<file path="src/rtl/log_capture_ctrl_pkg.sv">
// Shared definitions for the log capture controller.
//   - default widths for the BRAM address, sample word and decimation setting
//   - FSM state encoding (3-bit), visible on the top-level debug port
//   - fixed host read latency (request cycle to valid cycle)
package log_capture_ctrl_pkg;

  localparam int LOG_ADDR_W  = 15;
  localparam int LOG_DATA_W  = 16;
  localparam int LOG_DECIM_W = 8;
  localparam int LOG_RD_W    = 32;
  localparam int LOG_RD_LAT  = 2;

  typedef enum logic [2:0] {
    ST_IDLE     = 3'd0,
    ST_CAPTURE  = 3'd1,
    ST_FULL     = 3'd2,
    ST_RD_ISSUE = 3'd3,
    ST_RD_WAIT  = 3'd4
  } state_t;

  // Idle/full are the only states that accept host commands.
  function automatic logic accepts_cmd(state_t s);
    return (s == ST_IDLE) || (s == ST_FULL);
  endfunction

endpackage

</file>
<file path="src/rtl/log_capture_ctrl_decimator.sv">
// Sample decimator for the log capture controller.
// Keeps 1 of every (decim+1) strobed samples, starting with the first strobe
// after a load. The decimation setting is captured on load and held for the
// whole capture, so later changes on the input have no effect.
// Ports:
//   clk, i_rst  clock and synchronous active-high reset
//   load        restart: counter to 0, latch decim
//   decim       decimation setting (keep 1 of decim+1)
//   strobe      a candidate sample is present this cycle
//   take        this strobe is to be written (combinational)
module log_capture_ctrl_decimator #(
  parameter int DECIM_W = 8
) (
  input  logic               clk,
  input  logic               i_rst,
  input  logic               load,
  input  logic [DECIM_W-1:0] decim,
  input  logic               strobe,
  output logic               take
);

  logic [DECIM_W-1:0] dcnt_q;
  logic [DECIM_W-1:0] decim_q;

  assign take = strobe && (dcnt_q == '0);

  always_ff @(posedge clk) begin
    if (i_rst) begin
      dcnt_q  <= '0;
      decim_q <= '0;
    end else if (load) begin
      dcnt_q  <= '0;
      decim_q <= decim;
    end else if (strobe) begin
      dcnt_q <= (dcnt_q == decim_q) ? '0 : dcnt_q + DECIM_W'(1);
    end
  end

endmodule

</file>
<file path="src/rtl/log_capture_ctrl.sv">
// Log capture controller: sequences one-shot sample capture into a
// single-port BRAM and arbitrates host readback on the same port.
//
// Host read protocol: i_rd_req is a one-cycle request with i_rd_addr sampled
// in the same cycle. It is accepted only in IDLE or FULL and never queued;
// an accepted request in cycle N produces a single-cycle o_rd_valid in cycle
// N+2 with o_rd_data valid alongside. o_rd_data then holds that word until the
// next read completes. There is no back-pressure.
//
// Ports:
//   clk, i_rst        clock, synchronous active-high reset
//   i_arm, i_abort    start a capture from address 0 / stop it (abort wins)
//   i_decim           keep 1 of every (i_decim+1) valid samples, taken at arm
//   i_smp_valid/data  decimated I/Q sample stream from the filter chain
//   i_rd_req/addr     host read request
//   o_rd_valid/data   host read response (zero-extended to 32 bits)
//   o_busy            capture or read in progress
//   o_mem_full        BRAM filled by the last capture
//   o_wr_count        samples written in the current/last capture
//   o_bram_*          BRAM port (en, we, addr, wdata), i_bram_rdata 1-cycle latency
//   o_dbg_state       current FSM state
module log_capture_ctrl
  import log_capture_ctrl_pkg::*;
#(
  parameter int ADDR_W  = LOG_ADDR_W,
  parameter int DATA_W  = LOG_DATA_W,
  parameter int DECIM_W = LOG_DECIM_W
) (
  input  logic                clk,
  input  logic                i_rst,
  input  logic                i_arm,
  input  logic                i_abort,
  input  logic [DECIM_W-1:0]  i_decim,
  input  logic                i_smp_valid,
  input  logic [DATA_W-1:0]   i_smp_data,
  input  logic                i_rd_req,
  input  logic [ADDR_W-1:0]   i_rd_addr,
  output logic                o_rd_valid,
  output logic [LOG_RD_W-1:0] o_rd_data,
  output logic                o_busy,
  output logic                o_mem_full,
  output logic [ADDR_W:0]     o_wr_count,
  output logic                o_bram_en,
  output logic                o_bram_we,
  output logic [ADDR_W-1:0]   o_bram_addr,
  output logic [DATA_W-1:0]   o_bram_wdata,
  input  logic [DATA_W-1:0]   i_bram_rdata,
  output logic [2:0]          o_dbg_state
);

  state_t              state_q, state_d;
  logic [ADDR_W-1:0]   wr_addr_q;
  logic [ADDR_W:0]     wr_count_q;
  logic [ADDR_W-1:0]   rd_addr_q;
  logic                rd_home_full_q;
  logic [DATA_W-1:0]   rd_data_q;

  logic                arm_ok;
  logic                rd_ok;
  logic                smp_strobe;
  logic                take;

  // Abort outranks arm; arm outranks a same-cycle read.
  assign arm_ok     = accepts_cmd(state_q) && i_arm && !i_abort;
  assign rd_ok      = accepts_cmd(state_q) && i_rd_req && !i_arm;
  // A sample arriving with abort is dropped: the capture is being stopped.
  assign smp_strobe = (state_q == ST_CAPTURE) && i_smp_valid && !i_abort;

  log_capture_ctrl_decimator #(
    .DECIM_W (DECIM_W)
  ) u_decim (
    .clk    (clk),
    .i_rst  (i_rst),
    .load   (arm_ok),
    .decim  (i_decim),
    .strobe (smp_strobe),
    .take   (take)
  );

  always_comb begin
    state_d      = state_q;
    o_bram_en    = 1'b0;
    o_bram_we    = 1'b0;
    o_bram_addr  = '0;
    o_bram_wdata = '0;
    case (state_q)
      ST_IDLE, ST_FULL: begin
        if (arm_ok)     state_d = ST_CAPTURE;
        else if (rd_ok) state_d = ST_RD_ISSUE;
      end
      ST_CAPTURE: begin
        if (take) begin
          o_bram_en    = 1'b1;
          o_bram_we    = 1'b1;
          o_bram_addr  = wr_addr_q;
          o_bram_wdata = i_smp_data;
        end
        // No wrap: the write to the last address ends the capture.
        if (i_abort)                       state_d = ST_IDLE;
        else if (take && (&wr_addr_q))     state_d = ST_FULL;
      end
      ST_RD_ISSUE: begin
        o_bram_en   = 1'b1;
        o_bram_addr = rd_addr_q;
        state_d     = ST_RD_WAIT;
      end
      ST_RD_WAIT: begin
        state_d = rd_home_full_q ? ST_FULL : ST_IDLE;
      end
      default: state_d = ST_IDLE;
    endcase
  end

  always_ff @(posedge clk) begin
    if (i_rst) begin
      state_q        <= ST_IDLE;
      wr_addr_q      <= '0;
      wr_count_q     <= '0;
      rd_addr_q      <= '0;
      rd_home_full_q <= 1'b0;
      rd_data_q      <= '0;
    end else begin
      state_q <= state_d;
      if (arm_ok) begin
        wr_addr_q  <= '0;
        wr_count_q <= '0;
      end else if (take) begin
        wr_addr_q  <= wr_addr_q + ADDR_W'(1);
        wr_count_q <= wr_count_q + (ADDR_W+1)'(1);
      end
      if (rd_ok) begin
        rd_addr_q      <= i_rd_addr;
        rd_home_full_q <= (state_q == ST_FULL);
      end
      if (state_q == ST_RD_WAIT) rd_data_q <= i_bram_rdata;
    end
  end

  // The BRAM word is presented directly in RD_WAIT so valid and data line up
  // at N+2; the register only holds it afterwards. Reset suppresses the pulse.
  assign o_rd_valid  = (state_q == ST_RD_WAIT) && !i_rst;
  assign o_rd_data   = LOG_RD_W'((state_q == ST_RD_WAIT) ? i_bram_rdata : rd_data_q);
  assign o_busy      = (state_q == ST_CAPTURE) || (state_q == ST_RD_ISSUE) ||
                       (state_q == ST_RD_WAIT);
  assign o_mem_full  = (state_q == ST_FULL);
  assign o_wr_count  = wr_count_q;
  assign o_dbg_state = state_q;

endmodule

</file>
<file path="config.mk">
export PLATFORM = sky130hd
export DESIGN_NAME = log_capture_ctrl
export DESIGN_NICKNAME = d
export VERILOG_FILES = /design/src/rtl/log_capture_ctrl_pkg.sv /design/src/rtl/log_capture_ctrl_decimator.sv /design/src/rtl/log_capture_ctrl.sv
export SDC_FILE = /design/constraint.sdc
export NUM_CORES = 1
export LEC_CHECK = 0
export ABC_CLOCK_PERIOD_IN_PS = 2800
export CELL_PAD_IN_SITES_DETAIL_PLACEMENT = 0
export CELL_PAD_IN_SITES_GLOBAL_PLACEMENT = 2
export CORE_ASPECT_RATIO = 0.8
export CORE_UTILIZATION = 25
export CTS_BUF_LIST = sky130_fd_sc_hd__clkbuf_4 sky130_fd_sc_hd__clkbuf_8
export DETAILED_ROUTE_END_ITERATION = 10
export GPL_TIMING_DRIVEN = 0
export PLACE_DENSITY_LB_ADDON = 0.1
export SKIP_LAST_GASP = 1
export SLEW_MARGIN = 20
export SYNTH_ARGS = -nofsm -noshare
export SYNTH_HDL_FRONTEND = slang
export SYNTH_SLANG_ARGS = --single-unit
</file>
<file path="constraint.sdc">
create_clock -name clk -period 2.8 [get_ports clk]
set_clock_uncertainty 0.2 [all_clocks]
set_input_delay 0.56 -clock clk [delete_from_list [all_inputs] [get_ports clk]]
set_output_delay 0.56 -clock clk [all_outputs]
set_load 0.03 [all_outputs]
</file>
==> impl_metrics.json <==
{
  "cp_common_cell": "buf_8",
  "tightest_slew_ns": 0.794,
  "powerDensity_nw_per_um2": 404,
  "first_pass_iters": 4,
  "critical_path_arrival_ns": 2.02,
  "cts_tree": "yes",
  "outcome": "finished, final reports clean",
  "layout-drive-gt1-share": 0.221,
  "gp_congestion": 0.772,
  "grt_pass1_wl_mm": 20.8,
  "layout_setup_ws_ns": 0.0224,
  "critical_path_class": "flip-flop to output port",
  "num_rows": 40,
  "fin_nets": 706,
  "dp_hpwl_mm": 9.91,
  "slowest_stage": "dfxtp_2",
  "fillerInstances": 1606,
  "grt_pass1_vias": 4027,
  "crit_family": "buffers and inverters",
  "port-buffer-count": 130,
  "syn_avg_cell_area_sq_um": 8.54,
  "hold_viol": 0,
  "finalSetupViolCount": 0,
  "vias_per_cell": 4.59,
  "synth_area_sq_um": 4000,
  "post-place-ws_ns": -1.30,
  "coreArea_sq_um": 15300,
  "die_w_um": 143,
  "die_h_um": 115,
  "cp.buffers_inverters": 5,
  "syn2layout_area_growth_pct": 53.1,
  "rsz0062_at_grt": "yes",
  "start_util": 0.261,
  "numClockSinks": 82,
  "dr.first_iter.drc_count": 177,
  "synth_cell_types": 38,
  "start_kind": "flip-flop",
  "whs_ns": 0.264,
  "syn_inst": 468,
  "peakVddDrop_uv": 196,
  "min_path_type": "flip-flop to flip-flop",
  "drc": 0,
  "clk_latency_ns": 0.36,
  "fin_crit_sh": 0.992,
  "antenna_found_initial": 0,
  "ys_seq_area_frac": 0.411,
  "finalMaxSlewViolations": 0,
  "crit_required_ns": 2.04,
  "slowest_delay_ns": 0.33,
  "path_clk_slew_ns": 0.08,
  "overflow": 0,
  "vias": 3933,
  "grt_usage": 0.165,
  "crit_path_max_fanout": 6,
  "grt_max_degree": 20,
  "wl_per_cell_um": 15.2,
  "cts_buffers": 9,
  "min_period_ns": 2.78,
  "yosysWarnings": 0,
  "timing.fmax_mhz": 360,
  "boundaryPins": 148,
  "fp.dieArea_sq_um": 16500,
  "worstSetupEndpointType": "output port",
  "final_antenna_net_count": 0,
  "h-tree-depth": 3,
  "clockBufferDepth": 2,
  "path_cells": "inv_2, ha_4, nor4b_4, nand4_4, inv_4, buf_8, buf_8, a22o_1, buf_6",
  "leakagePower_nw": 2.33,
  "relSlewSlack": 0.469,
  "wl_mm": 13.0,
  "holdBufCountCts": 0,
  "cap_viol_max_count": 0,
  "n_antenna_cell": 0,
  "root_buffer": "clkbuf_8",
  "synth_seq_cells": 82
}
## synth_stat cells (all sizes together)
master / count / area (sq um)
nand3b: 2 / 15.0
o21ai: 11 / 55.1
o31a: 2 / 17.5
nor4b: 4 / 62.6
buf: 23 / 154
inv: 8 / 30.0
or3: 8 / 50.1
mux2i: 1 / 10.0
xor2: 6 / 52.6
and2: 37 / 231
nor3: 4 / 20.0
a22oi: 1 / 7.51
mux2: 16 / 180
and3: 2 / 12.5
nand4: 18 / 119
a21o: 1 / 7.51
ha: 4 / 50.1
clkbuf: 19 / 71.3
a21oi: 53 / 265
nor3b: 1 / 7.51
nand2: 69 / 259
or4: 17 / 128
and4: 7 / 61.3
a22o: 13 / 114
nand2b: 2 / 12.5
nor2: 14 / 52.6
dfxtp: 82 / 1640
o31ai: 18 / 140
nand3: 12 / 60.1
conb: 1 / 3.75
xnor2: 11 / 96.3
a221oi: 1 / 8.76
## metal layers
layer  track usage  vias up  share of wire
li1              -     1993              -
met3        0.0371        4          0.047
met2         0.277       92           0.47
met5             0        -              0
met1         0.215     1844           0.48
met4        0.0362        0         0.0044
## worst reg2reg max path, cell delays in order, from the launching register on
cell     delay [ns]
dfxtp_2        0.44
nor4b_4        0.30
buf_4          0.17
buf_2          0.23
nand2_1        0.15
o31ai_2        0.63
nor2_1         0.11
## registers in the layout, indices dropped and copies added (netlist names)
signal	count
rd_data_q	16
rd_home_full_q	1
u_decim.decim_q	8
o_wr_count	16
wr_addr_q	15
rd_addr_q	15
o_dbg_state	3
u_decim.dcnt_q	8
## final timing paths
path	from	end	slack [ns]	cells after the start
setup reg to reg	o_dbg_state[0]$_SDFFE_PP0P_	u_decim.dcnt_q[2]$_SDFFE_PP0P_	0.42	6
setup / recovery	u_decim.dcnt_q[0]$_SDFFE_PP0P_	o_bram_addr[0]	0.02	9
hold / removal	rd_addr_q[2]$_SDFFE_PP0P_	rd_addr_q[2]$_SDFFE_PP0P_	0.26	2
hold reg to reg	rd_addr_q[2]$_SDFFE_PP0P_	rd_addr_q[2]$_SDFFE_PP0P_	0.26	2
## per-stage QoR
step | std cells | power [mW] | utilization | cell area, sq um | TNS (ns)
5_1_grt | 856 | 2.60 | 0.399 | 6120 | -2.42
4_1_cts | 849 | 2.50 | 0.387 | 5930 | -0.143
6_report | 856 | 2.47 | 0.399 | 6120 | 0
3_3_place_gp | 823 | 1.58 | 0.367 | 5620 | -44.54
2_1_floorplan | 483 | 1.41 | - | 4050 | 0
3_5_place_dp | 823 | 1.58 | 0.367 | 5620 | -44.25
## layout by cell type, fill, tap and decap left out, types with 6 or more instances in the layout
cell and instances:
dlygate4sd2_1 11, nand4_1 17, o21ai_0 10, nor2_1 13, nand2_1 69, o31ai_1 17
mux2_2 16, clkbuf_8 12, xor2_1 6, a22o_1 11, buf_6 20, clkdlybuf4s50_1 78
or4_1 17, buf_4 37, clkbuf_1 13, nand3_1 12, buf_2 14, xnor2_1 11
conb_1 16, or3_1 8, a21oi_1 53, dfxtp_1 77, and4_1 7, and2_1 33
## cell type report
cell class / instances / area [sq um] / share of cell area
plain buffers: 41 / 295 / 0.0483
clock buffers: 12 / 153 / 0.0250
clock inverters: 4 / 51.3 / 0.00839
inverters: 8 / 36.3 / 0.00593
multi-input cells: 351 / 2240 / 0.367
flip-flops and latches: 82 / 1650 / 0.270
well taps: 210 / 263 / 0.0430
repair buffers: 148 / 1420 / 0.233
## power by group
group          internal, mW  switching [mW]  leakage, nW
registers              1.19          0.0219        0.666
logic                 0.175           0.188         1.56
clock network         0.458           0.444        0.103
total                  1.82           0.654         2.33
## cells by family after synthesis
group                    count (synthesis)  share of synthesized area
AO/OA/AOI/OAI                          100                      0.154
AND/OR/NAND/NOR                        197                      0.273
other                                    1                   0.000938
adder cells (fa/ha/maj)                  4                     0.0125
XOR/XNOR                                17                     0.0373
buffers and inverters                   50                     0.0639
multiplexers                            17                     0.0476
flip-flops                              82                      0.411
## repair_timing
action,4_1_cts,5_1_grt
buffers inserted,9,6
setup endpoints to repair,51,42
pin swaps,4,5
cloned,2,1
resized for setup,261,56
No activity file was read; power rests on OpenSTA's default activity.
